## src/rtl/countdown_timer.sv

```systemverilog
// Six-digit BCD (MM:SS:cc) preset countdown timer with start/stop/load control.
// Optional periodic reload on expiry: define COUNTDOWN_AUTORELOAD_EN.
module countdown_timer #(
  parameter int CLK_DIV = 500000,
  parameter int DIV_W   = 19
) (
  input  logic        clk,
  input  logic        reset,
  input  logic        load,
  input  logic        start,
  input  logic        stop,
  input  logic [23:0] preset,
  output logic [3:0]  a,
  output logic [3:0]  b,
  output logic [3:0]  c,
  output logic [3:0]  d,
  output logic [3:0]  e,
  output logic [3:0]  f,
  output logic        running,
  output logic        expired
);

  // state | meaning
  // IDLE  | preset loaded (or reset), waiting for start
  // RUN   | prescaler counting, digits decrement on each tick
  // PAUSE | digits frozen, waiting for start to resume
  // DONE  | count reached zero, held until load or reset
  typedef enum logic [1:0] {IDLE, RUN, PAUSE, DONE} state_t;

  localparam logic [DIV_W-1:0] TERM = DIV_W'(CLK_DIV - 1);

  state_t           state_q, state_d;
  logic [23:0]      cnt_q, cnt_d;
  logic [DIV_W-1:0] presc_q, presc_d;
  logic             running_q, running_d;
  logic             expired_q, expired_d;
`ifdef COUNTDOWN_AUTORELOAD_EN
  logic [23:0]      hold_q, hold_d;
`endif

  logic             tick;
  logic [23:0]      dec_val;
  logic [23:0]      pre_clamped;

  function automatic logic [3:0] sat(input logic [3:0] v, input logic [3:0] lim);
    return (v > lim) ? lim : v;
  endfunction

  function automatic logic [23:0] clamp_bcd(input logic [23:0] v);
    return {sat(v[23:20], 4'd5), sat(v[19:16], 4'd9),
            sat(v[15:12], 4'd5), sat(v[11:8],  4'd9),
            sat(v[7:4],   4'd9), sat(v[3:0],   4'd9)};
  endfunction

  // Borrow ripples from f upward; digits 3 (c) and 5 (a) wrap to 5, the rest to 9.
  function automatic logic [23:0] dec_bcd(input logic [23:0] v);
    logic [23:0] r;
    logic        borrow;
    logic [3:0]  dig;
    logic [3:0]  lim;
    r      = v;
    borrow = 1'b1;
    for (int i = 0; i < 6; i++) begin
      dig = v[i*4 +: 4];
      lim = (i == 3 || i == 5) ? 4'd5 : 4'd9;
      if (borrow) begin
        if (dig == 4'd0) begin
          r[i*4 +: 4] = lim;
        end else begin
          r[i*4 +: 4] = dig - 4'd1;
          borrow      = 1'b0;
        end
      end
    end
    return r;
  endfunction

  assign tick        = (state_q == RUN) && (presc_q == TERM);
  assign dec_val     = dec_bcd(cnt_q);
  assign pre_clamped = clamp_bcd(preset);

  always_comb begin
    state_d   = state_q;
    cnt_d     = cnt_q;
    presc_d   = '0;
    expired_d = 1'b0;
`ifdef COUNTDOWN_AUTORELOAD_EN
    hold_d    = hold_q;
`endif

    if (load) begin
      cnt_d   = pre_clamped;
`ifdef COUNTDOWN_AUTORELOAD_EN
      hold_d  = pre_clamped;
`endif
      state_d = IDLE;
    end else if (start && (state_q == IDLE || state_q == PAUSE)) begin
      if (cnt_q == '0) begin
        state_d   = DONE;
        expired_d = 1'b1;
      end else begin
        state_d = RUN;
      end
    end else if (state_q == RUN) begin
      if (tick) begin
        if (dec_val == '0) begin
          expired_d = 1'b1;
`ifdef COUNTDOWN_AUTORELOAD_EN
          if (hold_q != '0) begin
            cnt_d = hold_q;
          end else begin
            cnt_d   = '0;
            state_d = DONE;
          end
`else
          cnt_d   = '0;
          state_d = DONE;
`endif
        end else begin
          cnt_d = dec_val;
        end
      end
      // a start strobe in RUN outranks stop even though it does nothing itself
      if (stop && !start && state_d == RUN) begin
        state_d = PAUSE;
      end
    end

    if (state_q == RUN && state_d == RUN) begin
      presc_d = tick ? '0 : presc_q + DIV_W'(1);
    end

    running_d = (state_d == RUN);
  end

  always_ff @(posedge clk or negedge reset) begin
    if (!reset) begin
      state_q   <= IDLE;
      cnt_q     <= '0;
      presc_q   <= '0;
      running_q <= 1'b0;
      expired_q <= 1'b0;
    end else begin
      state_q   <= state_d;
      cnt_q     <= cnt_d;
      presc_q   <= presc_d;
      running_q <= running_d;
      expired_q <= expired_d;
    end
  end

`ifdef COUNTDOWN_AUTORELOAD_EN
  always_ff @(posedge clk or negedge reset) begin
    if (!reset) begin
      hold_q <= '0;
    end else begin
      hold_q <= hold_d;
    end
  end
`endif

  assign a       = cnt_q[23:20];
  assign b       = cnt_q[19:16];
  assign c       = cnt_q[15:12];
  assign d       = cnt_q[11:8];
  assign e       = cnt_q[7:4];
  assign f       = cnt_q[3:0];
  assign running = running_q;
  assign expired = expired_q;

endmodule

```

## config.mk

```make
export PLATFORM = sky130hd
export DESIGN_NAME = countdown_timer
export DESIGN_NICKNAME = d
export VERILOG_FILES = /design/src/rtl/countdown_timer.sv
export SDC_FILE = /design/constraint.sdc
export NUM_CORES = 1
export LEC_CHECK = 0
export CAP_MARGIN = 20
export CORE_ASPECT_RATIO = 2
export CORE_MARGIN = 1.5
export CORE_UTILIZATION = 57
export CTS_BUF_LIST = sky130_fd_sc_hd__clkbuf_4 sky130_fd_sc_hd__clkbuf_8
export DETAILED_ROUTE_END_ITERATION = 6
export GPL_TIMING_DRIVEN = 0
export PLACE_DENSITY = 0.87
export SYNTH_ARGS = -nofsm -noshare
export SYNTH_HDL_FRONTEND = slang
export SYNTH_SLANG_ARGS = --single-unit
```

## constraint.sdc

```tcl
create_clock -name clk -period 6.16 [get_ports clk]
set_input_delay 0.924 -clock clk [delete_from_list [all_inputs] [get_ports clk]]
set_output_delay 0.924 -clock clk [all_outputs]
set_load 0.005 [all_outputs]
```

Yosys cells after proc, flatten, opt, wreduce, memory -nomap -nowiden
Cells that the tools add are included.
{"block": "totals", "register_bits": 47, "latchBits": 0, "ramBits": 0, "rom_bits": 0, "inputBits": 29, "out_inout_bits": 26, "word_cells": 92, "mem_count": 0}
{"block": "classes", "addsub": 7, "multipliers": 0, "n_div": 0, "n_lt_le_gt_ge": 6, "eq_ne": 6, "shifts": 0, "mux": 49, "bitwise_logic": 0, "reduce_logical": 19}
{"operator": "$mux W24", "n": 5}
{"operator": "$mux W4", "n": 17}
{"operator": "$logic_not A24 Y1", "n": 2}
{"operator": "$mux W19", "n": 2}
{"operator": "$logic_not A4 Y1", "n": 6}
{"operator": "$sub A4 B1 Y4 const B", "n": 6}
{"operator": "$mux W2", "n": 10}
{"operator": "$add A19 B1 Y19 const B", "n": 1}
{"operator": "$eq A19 B19 Y1 const B", "n": 1}
{"operator": "$gt A4 B4 Y1 const B", "n": 4}
{"operator": "$mux W1", "n": 15}
{"operator": "$gt A4 B3 Y1 const B", "n": 2}
{"operator": "$eq A2 B1 Y1 const B", "n": 3}
{"operator": "$logic_and A1 B1 Y1", "n": 5}
{"operator": "$reduce_bool A2 Y1", "n": 2}
{"operator": "$reduce_and A3 Y1", "n": 1}
{"operator": "$eq A2 B2 Y1 const B", "n": 1}
{"operator": "$logic_not A2 Y1", "n": 1}
{"operator": "$ne A2 B2 Y1 const B", "n": 1}
{"operator": "$logic_not A1 Y1", "n": 1}
{"operator": "$logic_or A1 B1 Y1", "n": 1}

Logic depth before layout (Yosys ltp)
Gate-level depths: netlist of the first run.
{"block": "logic_depth", "depth_word": 22, "depth_mapped": 9}

Worst setup path after synthesis of the first run
No wires, ideal clock.
{"block": "synth_timing", "path_kind": "flip-flop to flip-flop", "start": "register cnt_q[5]", "end": "register cnt_q[20]", "arrival_ps": 2163, "t_required_ps": 6034, "setup_slack_ps": 3871, "stages_incl_launch_ff": 7, "path_buffers": 1, "period_less_slack_ps": 2289, "cell_sequence": "dfrtp_1 > buf_2 > or4_4 > nor3_4 > nand2_2 > or4_1 > a221o_1"}
{"block": "synth_between", "elab_chain_cells": 13, "word_cells_on_any_way": 19}
{"element": "start: declaration", "line_no": "33", "text": "logic [23:0] cnt_q, cnt_d;"}
{"element": "start signal: assignment", "line_no": "145", "text": "cnt_q <= cnt_d;"}
{"element": "$logic_not A4 Y1", "line_no": "67", "text": "if (dig == 4'd0) begin"}
{"element": "$mux W1", "line_no": "67"}
{"element": "$mux W1 (4 in series)", "line_no": "66", "text": "if (borrow) begin"}
{"element": "$mux W4", "line_no": "66"}
{"element": "$logic_not A24 Y1", "line_no": "106", "text": "if (dec_val == '0) begin"}
{"element": "$mux W24 (*)", "line_no": "106"}
{"element": "$mux W24 (*)", "line_no": "105", "text": "if (tick) begin"}
{"element": "$mux W24 (*)", "line_no": "104", "text": "end else if (state_q == RUN) begin"}
{"element": "$mux W24 (*)", "line_no": "97", "text": "end else if (start && (state_q == IDLE || state_q == PAUSE)) begin"}
{"element": "$mux W24 (*)", "line_no": "91", "text": "if (load) begin"}
Mark *: on every way between the ends. The rest lies on a longest branch, timed or not. The select of a mux whose other input is x is not followed.
A chain may end at the register's enable or synchronous reset.

Worst setup path in the final report of the first run
{"block": "layout_timing", "start": "register presc_q[0]", "end": "register presc_q[10]"}
{"block": "layout_between", "elab_chain_cells": 15, "word_cells_on_any_way": 17}
{"element": "start: declaration", "line_no": "34", "text": "logic [DIV_W-1:0] presc_q, presc_d;"}
{"element": "start signal: assignment", "line_no": "146", "text": "presc_q <= presc_d;"}
{"element": "$eq A19 B19 Y1", "line_no": "78", "text": "assign tick = (state_q == RUN) && (presc_q == TERM);"}
{"element": "$logic_and A1 B1 Y1", "line_no": "78"}
{"element": "$mux W2", "line_no": "105"}
{"element": "$mux W2", "line_no": "104"}
{"element": "$mux W2", "line_no": "97"}
{"element": "$mux W2", "line_no": "91"}
{"element": "$eq A2 B1 Y1", "line_no": "124", "text": "if (stop && !start && state_d == RUN) begin"}
{"element": "$logic_and A1 B1 Y1", "line_no": "124"}
{"element": "$mux W2", "line_no": "124"}
{"element": "$mux W2", "line_no": "104"}
{"element": "$mux W2", "line_no": "97"}
{"element": "$mux W2", "line_no": "91"}
{"element": "$eq A2 B1 Y1", "line_no": "129", "text": "if (state_q == RUN && state_d == RUN) begin"}
{"element": "$logic_and A1 B1 Y1", "line_no": "129"}
{"element": "$mux W19 (*)", "line_no": "129"}
{"element": "via presc_d[10]", "line_no": "34"}
Mark *: on every way through the listed nets, which the timed path passes. The rest lies on a longest branch. The select of a mux whose other input is x is not followed.

==> results of run 1 <==
sequential cells by signal, indices dropped and copies added (netlist names):
name and count:
state_q 2, running 1, expired 1, cnt_q 24, presc_q 19
layout make-up:
class | instances | area, µm²
Buffer | 13 | 51.30
Clock inverter | 2 | 60.06
Inverter | 8 | 30.03
Tap cell | 55 | 68.82
Fill cell | 354 | 1125
Multi-Input combinational cell | 233 | 1465
Clock buffer | 6 | 76.32
Timing Repair Buffer | 54 | 545.5
Sequential cell | 47 | 1176
worst max-delay path: cells and delay by family, from the launching register on:
family | cells | cell delay, ps
simple gates | 6 | 1820
fa+ha+maj | 1 | 230
flops | 1 | 400
buf+inv | 1 | 410
where the power goes:
| part | switching [µW] | internal (µW) |
|---|---|---|
| Sequential | 29.9 | 324 |
| Clock | 106 | 167 |
| Combinational | 53.3 | 65.7 |
through the flow:
step / setup slack, ps / utilization (%)
final: 3184 / 75.54
after global routing: 2999 / 75.54
after CTS: 3199 / 75.54
after detailed placement: 3266 / 72.57
after global placement: 2841 / 72.24
after floorplan: 3871 / -
layer usage:
metal | track usage, % | vias to the layer above | wire length [µm] | share of wire (%)
li1 | - | 1236 | - | -
met1 | 33.50 | 1280 | 2683 | 36
met2 | 55.70 | 116 | 4204 | 56
met3 | 5.341 | 31 | 360 | 4.8
met4 | 17.41 | 0 | 274 | 3.6
met5 | 0 | - | 0 | 0
how the worst min path moves through the flow:
stage / startpoint / end / slack, ps
6_report: reset / presc_q[11] / 480
5_1_grt: reset / presc_q[11] / 480
4_1_cts: reset / presc_q[11] / 480
3_5_place_dp: presc_q[0] / presc_q[0] / 490
3_3_place_gp: presc_q[0] / presc_q[0] / 480
2_1_floorplan: presc_q[0] / presc_q[0] / 450
kinds of logic after synthesis:
kind of cell    count (synthesis)  synth area share, %
buf+inv                        21                2.987
simple gates                  146                29.92
fa+ha+maj                       1               0.4595
compound gates                 58                14.20
xor+xnor                       24                7.721
flops                          47                43.20
mux                             4                1.517
layout by cell type, fill, tap and decap left out, types with 2 or more instances in the layout:
cell type        instances
a2111oi_0                2
a211oi_1                 3
a21oi_1                 14
a221o_1                  2
a31oi_1                  3
a41oi_1                  2
and3_1                   6
and4_1                   4
buf_2                    3
bufinv_16                2
clkbuf_1                10
clkbuf_8                 5
clkdlybuf4s50_1         52
dfrtp_1                 47
inv_1                    7
mux2i_1                  3
nand2_1                 21
nand3_1                 17
nand3b_1                 4
nand4_1                  9
nand4b_1                 2
nor2_1                  41
nor2b_1                  4
nor3_1                   8
nor4_1                  11
nor4b_1                  3
o21a_1                   2
o21ai_0                 14
o31a_1                   2
o31ai_1                  2
or2_2                    2
or3_1                    2
or4_1                    3
xnor2_1                 10
xor2_1                  14
==> results.py, run 1 <==
metrics = {
    "outcome": {
        "outcome": "completed",
    },
    "placed_design": {
        "dpl_cell_area_um2": 3337,
        "hpwl_um": 5635,
        "io_buffers": 53,
        "dp_cells": 410,
        "place.gp.congestion": 0.8753,
    },
    "floorplanning": {
        "die_y_um": 100.7,
        "rows": 35,
        "start_util_pct": 59.21,
        "die_w_um": 51.87,
        "die_area_um2": 5225,
        "core_area_um2": 4598,
        "io_pins": 55,
    },
    "final_layout": {
        "antenna_cells": 0,
        "area_growth_pct": 27.57,
        "fin_cells": 418,
        "final_area_um2": 3473,
        "drive_above_1_share_pct": 6.061,
        "layout.nets": 392,
    },
    "setup_path": {
        "crit_fanout": 10,
        "critPathSlowestCell": "nor3_1",
        "crit_arrival_ps": 3150,
        "worst_setup_path_start_kind": "register",
        "end_kind": "register",
        "worstSetupPathType": "register to register",
        "reg2reg_slack_ps": 3180,
        "endpoint": "presc_q[10]",
        "reg2reg_to": "presc_q[10]",
        "path_cells": "ha_1 > and4_1 > nand2_1 > nor3_1 > nor2_1 > nand2_1 > clkbuf_1 > nor2_1",
        "crit_path_max_incr_delay_ps": 610,
        "worstRegToRegCells": 8,
        "critPathLaunch": "presc_q[0]",
        "r2r_start": "presc_q[0]",
        "cp.required_ps": 6340,
    },
    "grt": {
        "grt_first_pass_wirelength_um": 12400,
        "grt_max_degree": 39,
        "overflow": 0,
        "first_global_vias": 2747,
        "antenna_found_initial": 0,
        "grtUsageTotal_pct": 31.34,
    },
    "synthesis": {
        "synth_top_area_cell": "dfrtp_1",
        "postSynth.asyncResetShare_pct": 100.0,
        "synth_seq_cells": 47,
        "synth-edff-count": 0,
        "ys_top_cells_by_count": "47 x dfrtp_1, 41 x nor2_1, 21 x nand2_1",
        "dominantRegCellSynth": "dfrtp_1",
        "syn-num-nets": 331,
        "synth.area.top_cells": "dfrtp_1 43%, nor2_1 5.7%, xor2_1 4.5%",
        "synth_area_per_cell_um2": 9.045,
        "synth_top_area_share_pct": 43.20,
        "ys_types": 57,
        "syn-cell-area_um2": 2723,
        "seq_area_frac_synth_pct": 43.20,
        "synth_most_common_cell": "dfrtp_1",
        "syn_inst": 301,
        "yosys_warnings": 0,
    },
    "cts": {
        "cts_setup_buffers": 0,
        "cts-root-buf": "clkbuf_8",
        "h-tree-depth": 2,
        "clockBufferDepth": 2,
        "clk_latency_ps": 300,
        "cts.reportedPaths.clkPinSlew_ps": 90,
        "hold_buffers": 0,
        "post_cts_resized": 0,
        "numCtsBuffers": 5,
        "cts.sinks": 47,
        "cts_tree": "built",
    },
    "power": {
        "p_total_uw": 745.6,
        "power.density_nw_per_um2": 214.7,
        "leakagePower_uw": 0.001335,
        "vdd_ir_drop_max_v": 0.0002076,
    },
    "timing": {
        "period_needed_ps": 2976,
        "max_freq_mhz": 336.0,
        "finalSetupViolCount": 0,
        "worst_pin_slew_ps": 839.1,
        "slew_headroom_pct": 43.85,
        "finClkSkew_ps": 3.583,
        "fin_setup_tns_ps": 0,
        "hold_violations": 0,
        "maxSlewViolCount": 0,
        "hold_slack_ps": 478.0,
        "rsz0062_at_grt": "false",
        "period_share_pct": 48.31,
    },
    "routing": {
        "route.detailed.drc": 0,
        "drtPass1Iterations": 4,
        "wl_per_cell_um": 18.00,
        "viasPerCell": 6.371,
        "dr_total_vias": 2663,
        "drtIter0Drc": 131,
        "wl_um": 7523,
        "ant_nets": 0,
    },
    "flow_run": {
        "maxCapViolCount": 0,
    },
    "worst_hold_path": {
        "hold_class": "input pin to async pin",
    },
}
Power figures use the tool's default switching activity.
==> run 2: changes to the inputs <==
Settings changed: CORE_UTILIZATION 57 to 48, PLACE_DENSITY 0.87 to 0.78.
Clock period 6.16 ns to 2.66 ns, I/O delays scaled along.
==> results.py, run 2 (same netlist as run 1, synthesis figures left out) <==
metrics = {
    "routing": {
        "route.detailed.drc": 0,
        "dr_total_vias": 2621,
        "ant_nets": 0,
        "wl_um": 7522,
        "viasPerCell": 6.196,
        "wl_per_cell_um": 17.78,
        "drtIter0Drc": 96,
        "drtPass1Iterations": 4,
    },
    "floorplanning": {
        "die_area_um2": 6160,
        "die_w_um": 56.26,
        "io_pins": 55,
        "start_util_pct": 49.79,
        "core_area_um2": 5468,
        "die_y_um": 109.5,
        "rows": 38,
    },
    "timing": {
        "rsz0062_at_grt": "true",
        "fin_setup_tns_ps": 0,
        "period_share_pct": 96.69,
        "hold_violations": 0,
        "max_freq_mhz": 388.8,
        "hold_slack_ps": 511.0,
        "maxSlewViolCount": 0,
        "worst_slack_ps": 87.97,
        "finalSetupViolCount": 0,
        "worst_pin_slew_ps": 817.1,
        "finClkSkew_ps": 3.895,
        "slew_headroom_pct": 45.32,
        "period_needed_ps": 2572,
    },
    "final_layout": {
        "final_area_um2": 3527,
        "final_common_cell": "clkdlybuf4s50_1",
        "reg_top3": "cnt_q x24, presc_q x19, state_q x2",
        "multi_input_area_um2": 1501,
        "largest_register": "cnt_q",
        "seqCellArea_um2": 1176,
        "fill_cells": 456,
        "largest_reg_flops": 24,
        "layout.nets": 392,
        "layout_common_cells": "52 x clkdlybuf4s50_1, 47 x dfrtp_1, 41 x nor2_1, 20 x nand2_1, 17 x nand3_1",
        "final_core_util_pct": 64.51,
        "antenna_cells": 0,
        "drive_above_1_share_pct": 8.540,
        "area_growth_pct": 29.55,
    },
    "power": {
        "vdd_ir_drop_max_v": 0.0004907,
        "leakagePower_uw": 0.001343,
        "power.density_nw_per_um2": 491.1,
    },
    "grt": {
        "grt_max_degree": 34,
        "grt_first_pass_wirelength_um": 12340,
        "first_global_vias": 2699,
        "grtUsageTotal_pct": 25.78,
        "overflow": 0,
        "antenna_found_initial": 0,
    },
    "cts": {
        "cts-root-buf": "clkbuf_8",
        "cts_setup_buffers": 0,
        "h-tree-depth": 2,
        "cts.reportedPaths.clkPinSlew_ps": 90,
        "cts.sinks": 47,
        "numCtsBuffers": 5,
        "clk_latency_ps": 310,
        "cts_tree": "built",
        "clockBufferDepth": 2,
    },
    "placed_design": {
        "hpwl_um": 5602,
        "pre_cts_ws_ps": -268.7,
        "place.gp.congestion": 0.8928,
        "io_buffers": 53,
        "dpl_cell_area_um2": 3343,
    },
    "worst_hold_path": {
        "min_path_cells": 1,
        "hold_class": "register to register",
    },
    "outcome": {
        "outcome": "completed",
    },
    "setup_path": {
        "end_kind": "register",
        "worstSetupPathType": "register to register",
        "worstRegToRegCells": 9,
        "cp.required_ps": 2830,
        "crit_fanout": 10,
        "worst_setup_path_start_kind": "register",
        "crit_arrival_ps": 2740,
    },
    "flow_run": {
        "maxCapViolCount": 0,
    },
}
==> run 2: cell count changes in the layout (fill, tap and decap cells not counted), moves of 2 or more <==
cell,change
nor3_1,-2
clkbuf_1,-3
nor3_2,+2
nor4_1,-2
nor4_2,+2
==> run 2: layout make-up <==
| cell class | instances | share of cell area [%] |
|---|---|---|
| Buffer | 12 | 1.490 |
| Clock buffer | 5 | 1.951 |
| Clock inverter | 3 | 1.916 |
| Inverter | 8 | 0.8514 |
| Multi-Input combinational cell | 233 | 42.57 |
| Sequential cell | 47 | 33.35 |
| Tap cell | 60 | 2.128 |
| Timing Repair Buffer | 55 | 15.75 |
==> run 2: stage by stage <==
stage	total power, µW	instances
floorplan	930.5	301
global route	1797	423
global placement	1098	414
finish	1732	423
CTS	1737	423
detailed placement	1105	415
==> run 2: layer usage <==
layer | GRT usage, % | vias to the layer above | part of all wire, %
met1 | 25.44 | 1278 | 36
met4 | 17.01 | 0 | 4.0
met3 | 4.000 | 24 | 3.9
met5 | 0 | - | 0
li1 | - | 1233 | -
met2 | 48.49 | 86 | 56
==> run 2: report_power, final <==
part | leakage (µW) | switching (µW) | internal (µW) | total [µW]
clock | 0.0000644 | 261 | 375 | 636
combinational | 0.000681 | 123 | 153 | 276
sequential | 0.000598 | 70.1 | 750 | 820
==> run 2: what timing repair did <==
item / CTS / global route
gates resized for setup: 3 / 9
hold buffers: 1 / 0
endpoints found under the setup margin: 13 / 23
endpoints found under the hold margin: 14 / 0
==> run 2: path summary, 6_finish.rpt <==
| kind | startpoint | endpoint | slack [ps] |
|---|---|---|---|
| max in group asynchronous | reset | cnt_q[10] | 1640 |
| worst min register to register | presc_q[0] | presc_q[0] | 510 |
| worst max register to register | presc_q[0] | cnt_q[8] | 90 |
| worst max-delay path | presc_q[0] | cnt_q[8] | 90 |
| worst min-delay path | presc_q[0] | presc_q[0] | 510 |
| min in group asynchronous | reset | cnt_q[14] | 520 |
==> run 2: critical path: stages, from the launching register on <==
cell	delay (ps)
dfrtp_1	410
ha_1	230
and4_1	270
nand2_1	120
or3_1	400
clkbuf_1	240
clkbuf_4	260
o21a_1	200
a211oi_2	230
a31oi_1	70
==> run 3: changes to the inputs <==
Settings changed: CAP_MARGIN 20 to 0.
==> results of run 3 <==
Final layout, timing and power as in run 2 (identical DEF).
